==> src/rtl/i2c_reg_sequencer.sv <==
// Drives one i2c_master through single-byte register writes and reads over a valid/ready port.
// Optional macro I2C_SEQ_RETRY_EN re-runs NACKed or arbitration-lost accesses up to MAX_RETRIES.
module i2c_reg_sequencer #(
    parameter int unsigned TIMEOUT_CYCLES = 1000000,
    parameter int unsigned MAX_RETRIES    = 3
) (
    input  logic       clk_in,
    input  logic       reset,
    input  logic       req_valid,
    output logic       req_ready,
    input  logic       req_rw,
    input  logic [6:0] req_dev,
    input  logic [7:0] req_reg,
    input  logic [7:0] req_wdata,
    output logic       resp_valid,
    output logic [7:0] resp_rdata,
    output logic [1:0] resp_err,
    output logic [7:0] m_address,
    output logic       m_transfer_start,
    output logic       m_transfer_cont,
    output logic [7:0] m_data_tx,
    input  logic       m_transfer_ready,
    input  logic       m_interrupt,
    input  logic       m_trans_complete,
    input  logic       m_nack,
    input  logic [7:0] m_data_rx,
    input  logic       m_address_err,
    input  logic       m_arb_err
);

    localparam int unsigned TimerW = $clog2(TIMEOUT_CYCLES + 1);
    localparam logic [TimerW-1:0] TimeoutMax  = TimerW'(TIMEOUT_CYCLES);
    localparam logic [TimerW-1:0] TimeoutLast = TimerW'(TIMEOUT_CYCLES - 1);

    typedef enum logic [2:0] {
        StIdle, StWaitBus, StReg, StRstart, StWdata, StRdata, StDone
    } state_e;

    state_e            state_q, state_d;
    logic              rw_q;
    logic [6:0]        dev_q;
    logic [7:0]        reg_q, wdata_q;
    logic [7:0]        rdata_q, rdata_d;
    logic [1:0]        err_q, err_d;
    logic [TimerW-1:0] timer_q, timer_d;
    logic              accept;
    logic              active;
    logic              xfer_done;
    logic [1:0]        fault;

`ifdef I2C_SEQ_RETRY_EN
    localparam int unsigned RetryW = (MAX_RETRIES > 0) ? $clog2(MAX_RETRIES + 1) : 1;
    localparam logic [RetryW-1:0] RetryMax = RetryW'(MAX_RETRIES);
    logic [RetryW-1:0] retry_q, retry_d;
`else
    logic unused_max_retries;
    assign unused_max_retries = ^32'(MAX_RETRIES);
`endif

    assign xfer_done  = m_interrupt & m_trans_complete;
    assign active     = (state_q != StIdle) && (state_q != StDone);
    assign resp_rdata = rdata_q;
    assign resp_err   = err_q;

    always_comb begin
        state_d          = state_q;
        err_d            = err_q;
        rdata_d          = rdata_q;
        accept           = 1'b0;
        fault            = 2'd0;
        req_ready        = 1'b0;
        resp_valid       = 1'b0;
        m_address        = 8'h00;
        m_data_tx        = 8'h00;
        m_transfer_start = 1'b0;
        m_transfer_cont  = 1'b0;
`ifdef I2C_SEQ_RETRY_EN
        retry_d          = retry_q;
`endif
        unique case (state_q)
            StIdle: begin
                req_ready = 1'b1;
                if (req_valid) begin
                    accept  = 1'b1;
                    err_d   = 2'd0;
                    rdata_d = 8'h00;
                    state_d = StWaitBus;
`ifdef I2C_SEQ_RETRY_EN
                    retry_d = '0;
`endif
                end
            end
            StWaitBus: begin
                m_address        = {dev_q, 1'b0};
                m_data_tx        = reg_q;
                m_transfer_start = 1'b1;
                m_transfer_cont  = 1'b1;
                if (m_transfer_ready) state_d = StReg;
            end
            StReg: begin
                m_address       = {dev_q, 1'b0};
                m_data_tx       = reg_q;
                m_transfer_cont = 1'b1;
                if (xfer_done) state_d = rw_q ? StRstart : StWdata;
            end
            StRstart: begin
                // Repeated start with the read address; one byte only, so no continue.
                m_address        = {dev_q, 1'b1};
                m_data_tx        = reg_q;
                m_transfer_start = 1'b1;
                if (xfer_done) state_d = StRdata;
            end
            StWdata: begin
                m_address = {dev_q, 1'b0};
                m_data_tx = wdata_q;
                if (xfer_done) state_d = StDone;
            end
            StRdata: begin
                m_address = {dev_q, 1'b1};
                if (xfer_done) begin
                    rdata_d = m_data_rx;
                    state_d = StDone;
                end
            end
            StDone: begin
                resp_valid = 1'b1;
                state_d    = StIdle;
            end
            default: state_d = StIdle;
        endcase

        // The master NACKs the single read byte itself, so that NACK is not a fault.
        if (active) begin
            if (m_arb_err) begin
                fault = 2'd2;
            end else if (m_address_err) begin
                fault = 2'd1;
            end else if (xfer_done && m_nack && (state_q != StRdata)) begin
                fault = 2'd1;
            end
        end

        if (fault != 2'd0) begin
            rdata_d = 8'h00;
`ifdef I2C_SEQ_RETRY_EN
            if (retry_q < RetryMax) begin
                retry_d = retry_q + RetryW'(1);
                state_d = StWaitBus;
            end else begin
                err_d   = fault;
                state_d = StDone;
            end
`else
            err_d   = fault;
            state_d = StDone;
`endif
        end else if (active && (timer_q == TimeoutLast) && !m_interrupt) begin
            err_d   = 2'd3;
            rdata_d = 8'h00;
            state_d = StDone;
        end
    end

    always_comb begin
        timer_d = timer_q;
        if (accept) begin
            timer_d = '0;
        end else if (state_q != StIdle) begin
            if (m_interrupt) begin
                timer_d = '0;
            end else if (timer_q != TimeoutMax) begin
                timer_d = timer_q + TimerW'(1);
            end
        end
    end

    always_ff @(posedge clk_in) begin
        if (reset) begin
            state_q <= StIdle;
            rw_q    <= 1'b0;
            dev_q   <= 7'h00;
            reg_q   <= 8'h00;
            wdata_q <= 8'h00;
            rdata_q <= 8'h00;
            err_q   <= 2'd0;
            timer_q <= '0;
`ifdef I2C_SEQ_RETRY_EN
            retry_q <= '0;
`endif
        end else begin
            state_q <= state_d;
            rdata_q <= rdata_d;
            err_q   <= err_d;
            timer_q <= timer_d;
`ifdef I2C_SEQ_RETRY_EN
            retry_q <= retry_d;
`endif
            if (accept) begin
                rw_q    <= req_rw;
                dev_q   <= req_dev;
                reg_q   <= req_reg;
                wdata_q <= req_wdata;
            end
        end
    end

endmodule

==> config.mk <==
export PLATFORM = sky130hd
export DESIGN_NAME = i2c_reg_sequencer
export DESIGN_NICKNAME = d
export VERILOG_FILES = /design/src/rtl/i2c_reg_sequencer.sv
export SDC_FILE = /design/constraint.sdc
export NUM_CORES = 1
export LEC_CHECK = 0
export CORE_ASPECT_RATIO = 1.4
export CORE_UTILIZATION = 44
export DETAILED_ROUTE_END_ITERATION = 16
export GPL_ROUTABILITY_DRIVEN = 0
export GPL_TIMING_DRIVEN = 1
export PLACE_DENSITY_LB_ADDON = 0.1
export SETUP_SLACK_MARGIN = 0.3
export SLEW_MARGIN = 20
export SYNTH_ARGS = -nofsm -noshare
export SYNTH_HDL_FRONTEND = slang
export SYNTH_SLANG_ARGS = --single-unit
==> constraint.sdc <==
create_clock -name clk_in -period 2 [get_ports clk_in]
set_clock_uncertainty 0.15 [all_clocks]
set_input_delay 0.4 -clock clk_in [delete_from_list [all_inputs] [get_ports clk_in]]
set_output_delay 0.4 -clock clk_in [all_outputs]
set_load 0.05 [all_outputs]
; ---- After elaboration in Yosys (flattened, before gate mapping)
; Cells that the tools add are included.
; Widths: inputs -> output; s select.
[word_totals]
ff_bits = 57
[op_classes]
n_reduce_logical = 26
n_eq_ne = 21
addsub = 1
n_bitwise = 1
muxes = 30
[ops]
columns = cell, count
row1 = $pmux 8 s2, 3
row2 = $mux 20, 2
row3 = $mux 3, 8
row4 = $add 20x1->20 const B, 1
row5 = $eq 20x20->1 const B, 1
row6 = $ne 20x20->1 const B, 1
row7 = $mux 8, 2
row8 = $ne 4x4->1 const B, 4
row9 = $pmux 3 s5, 1
row10 = $mux 2, 6
row11 = $ne 2x2->1 const B, 5
row12 = $reduce_and 5->1, 2
row13 = $reduce_or 2->1, 5
row14 = $eq 3x3->1 const B, 3
row15 = $reduce_bool 3->1, 3
row16 = $reduce_or 3->1, 3
row17 = $mux 1, 8
row18 = $eq 3x2->1 const B, 2
row19 = $ne 3x3->1 const B, 2
row20 = $reduce_bool 2->1, 3
row21 = $logic_and 1x1->1, 5
row22 = $ne 4x1->1 const B, 1
row23 = $reduce_and 2->1, 2
row24 = $eq 3x1->1 const B, 1
row25 = other kinds (5), 5

; ---- Depth between registers and ports, before layout
[logic_depth]
depth_word = 10
mapped_depth = 9
mapped_depth_nobuf = 7

; ---- Worst setup path after synthesis
; OpenSTA, ideal clock, no wires.
[synth_path]
kind = register to output
start = register state_q[1]
end = output m_data_tx[0]
t_arrival_ps = 1641
required_ps = 1450
path_stages_with_launch = 5
path_slack_ps = -191
n_path_buf = 2
path_cell_list = dfxtp_1 -> buf_2 -> clkbuf_1 -> nor3_1 -> a22o_1
[synth_between]
elab_chain_len = 3
elab_cells_between_ends = 6
cone_classes = eq/ne: 4 / mux: 1 / reduce/logical: 1
[synth_rtl]
columns = item, line
row1 = start: declaration, 39  ; state_e state_q, state_d;
row2 = start signal: assignment, 179  ; state_q <= StIdle;
row3 = start signal: assignment, 191  ; state_q <= state_d;
row4 = $eq 3x2->1 / $eq 3x1->1 (equally long branches), 80  ; unique case (state_q)
row5 = $reduce_or 3->1 (no line), n/a
row6 = $pmux 8 s2 (*), 80
row7 = end: declaration, 21  ; output logic [7:0] m_data_tx,
; Every way passes the cells marked *; elsewhere a longest branch is shown, timed or not.

; ---- Worst setup path after layout
[layout_path]
start = register state_q[0]
end = output m_data_tx[3]
; The elaborated chain is that of the path after synthesis.

==> summary.txt <==
CTS tree: built
PD cells: 1218 nW/µm²
Synth top area share: 40.55%
CP required: 1450 ps
Footprint of the multi-input gates: 2130 µm²
Max Freq: 0.4964 GHz
Critical-path cell list: nor2_4 -> nor2_2 -> buf_6 -> a22o_4 -> buf_12
Worst hold endpoint: dev_q[1]
Critical path peak fanout: 8
Reg area: 1180 µm²
CTS clock-pin slew for the worst setup and hold paths: 60 ps
DR vias/cell: 6.058
Setup Crit Path Kind: flop to output pin
Hpwl dp: 6103 µm
RSZ-0062 raised after global routing: yes
Avg Inst Size Synth: 7.860 µm²
Setup TNS: -54.38 ps
Max VDD drop: 0.8260 mV
Design area: 5239 µm²
Static Leak: 1.995 nW
Slack of the critical path: -14.40 ps
Row Count: 34
Post-Syn Instances: 358
Synth area leader: dfxtp_1
Antenna viol nets, final: 0
CTS H-tree lvls: 3
Post-synth EDFFs: 0
Unique masters post-synth: 55
All-Layer GR Usage: 32.69%
Total power of the final layout: 6.380 mW
Fin nets: 537
Clk root buf: clkbuf_8
Final routed DRC violation total: 0
Tmin final: 2014 ps
Worst R2R Start: timer_q[1]
Slew of the pin with the lowest slew margin: 462.8 ps
Sink Count: 57
Die Span Y: 96.62 µm
Hold path cells: 2
Detailed Route WL: 11200 µm
I/O Pins: 71
#FFs+latches synth: 57
Initial DRC count: 289
R2r setup slk: 20 ps
Initial core utilization: 45.31%
CP max-delay cell: dfxtp_4
Antenna Cells: 0
Placed inst area: 4160 µm²
Layout area overhead: 86.17%
Total CTS buffers: 9
Share of layout cells above drive strength 1: 49.80%
Dpl ws: -409.0 ps
Total placed cells including tap cells: 518
Setup crit start kind: flop
Vias in the first global route: 3606
Maximum clock insertion buffer count: 2
Asr flop ratio synth: 0%
Largest net degree at the start of global routing: 25
Skew-Pair Late Insertion Delay: 340 ps
Worst slew margin: 69.03%
Critical path capture point type: output pin
Seq/Total Area, Yosys: 40.55%
Post-Syn Area: 2814 µm²
Port Buffers: 70
Hold Path Origin: dev_q[1]
Final-report max-slew violation count: 0
Synth area leaders: dfxtp_1, a21oi_1, nand2_1, o21ai_0, and3_1
Cts hold-fix bufs: 0
Failing checks: setup timing
Worst r2r path cells: 6
Yosys warning count: 0
Core Region: 6211 µm²
Final Cycle Share: 100.7%
Post-Syn Nets: 401
Via count: 3453
Worst path bufs/invs: 2
Hold WS: 306.8 ps
Max Cap Viol: 0
Antenna violations before repair: 0
Synth Flop Type: dfxtp_1
Wire length per cell: 19.65 µm
Count of final hold-check violations: 0
Status: finished with violations
Die area: 6723 µm²
# setup viols final: 8
Hold Crit Class: flop to flop
Crit-path max cell delay: 390 ps
First-pass GRT wire length: 17480 µm
Crit-path leading delay family: flip-flops
Post-Layout Cell Count: 570
Worst R2R End: resp_err[1]
Fillers: 336
WP data arrival: 1460 ps
TritonRoute pass-1 iters: 5
Grt total ovfl: 0
Post-Route Utilization: 84.35%
Die W: 69.59 µm
-- cells in the mapped netlist (4+ instances only) --
library cell and instances:
and3_1 12, clkbuf_1 14, nand3_1 14, nand2_1 71, a31oi_1 5, nor2_1 14, buf_2 8, a41oi_1 4
o21ai_0 17, and2_1 5, inv_1 4, or3_1 8, or4_1 4, a21oi_1 54, a22o_1 8, dfxtp_1 57
-- worst min-delay path, delay by kind of cell (launching register included) --
family           cells  cell delay, ps
AO/OA/AOI/OAI        1              50
AND/OR/NAND/NOR      1              50
flip-flops           1             310
-- repair_timing --
action | CTS | global route
setup endpoints to repair | 77 | 77
pin swaps | 48 | 17
gates cloned | 2 | 1
resized for setup | 127 | 28
buffers inserted | 32 | 2
-- power breakdown --
part / switching, mW / internal [mW] / total [mW]
Combinational: 2.07 / 1.73 / 3.80
Sequential: 0.166 / 1.30 / 1.47
Clock: 0.476 / 0.633 / 1.11
-- metal layers --
layer	wire length, µm	global-route usage, %	up-vias
met2	5986	58.48	175
li1	-	-	1562
met4	559	19.00	0
met3	681	7.396	57
met5	0	0	-
met1	3971	34.38	1659
-- cell families (layout without fill, tap and decap cells) --
family	after synthesis	after routing	share of synthesized area, %
adders and majority gates	2	2	0.8891
buffers and inverters	29	168	4.624
and+or+nand+nor	154	155	27.92
xor gates and xnor gates	3	3	0.9339
DFF	57	57	40.55
muxes	1	1	0.4001
AOI/OAI and AO/OA	112	112	24.68
-- worst max-delay path by stage --
stage,startpoint,endpoint,depth (start not counted)
2_1_floorplan,timer_q[1],resp_err[1],6
3_3_place_gp,m_interrupt,timer_q[9],8
3_5_place_dp,m_interrupt,timer_q[17],8
4_1_cts,state_q[1],m_data_tx[3],5
5_1_grt,timer_q[19],timer_q[17],8
6_report,state_q[0],m_data_tx[3],5
-- layout make-up --
class | instances | share of cell area [%]
Clock inverter | 3 | 0.7643
Sequential cell | 57 | 22.52
Tap cell | 72 | 1.720
Inverter | 5 | 0.5971
Multi-Input combinational cell | 273 | 40.65
Clock buffer | 12 | 2.962
Timing Repair Buffer | 148 | 30.79
-- flip-flops by register name, summed over array words and instances, names as in the netlist --
name        flops
resp_rdata      8
resp_err        2
reg_q           8
state_q         3
dev_q           7
rw_q            1
wdata_q         8
timer_q        20
-- cell usage in the layout, fill, tap and decap left out, types with 3 or more instances in the layout --
cell type and count:
a22o_4 8, buf_12 22, o21ai_0 6, dfxtp_2 10
dfxtp_1 40, a31oi_1 5, a41oi_1 4, dfxtp_4 7
buf_4 63, a21oi_1 29, and2_1 3, clkdlybuf4s50_1 39
or3_1 7, clkbuf_8 11, nor2_4 5, o21ai_4 3
clkinv_2 3, nor2_1 8, a21oi_2 25, o21ai_2 8
nand2_1 66, nand3_1 12, buf_6 18, and3_4 10
o211ai_1 3, nand2_4 3, nand4_1 3, buf_8 3
o21ai_1 3
No activity file was read; power rests on OpenSTA's default activity.
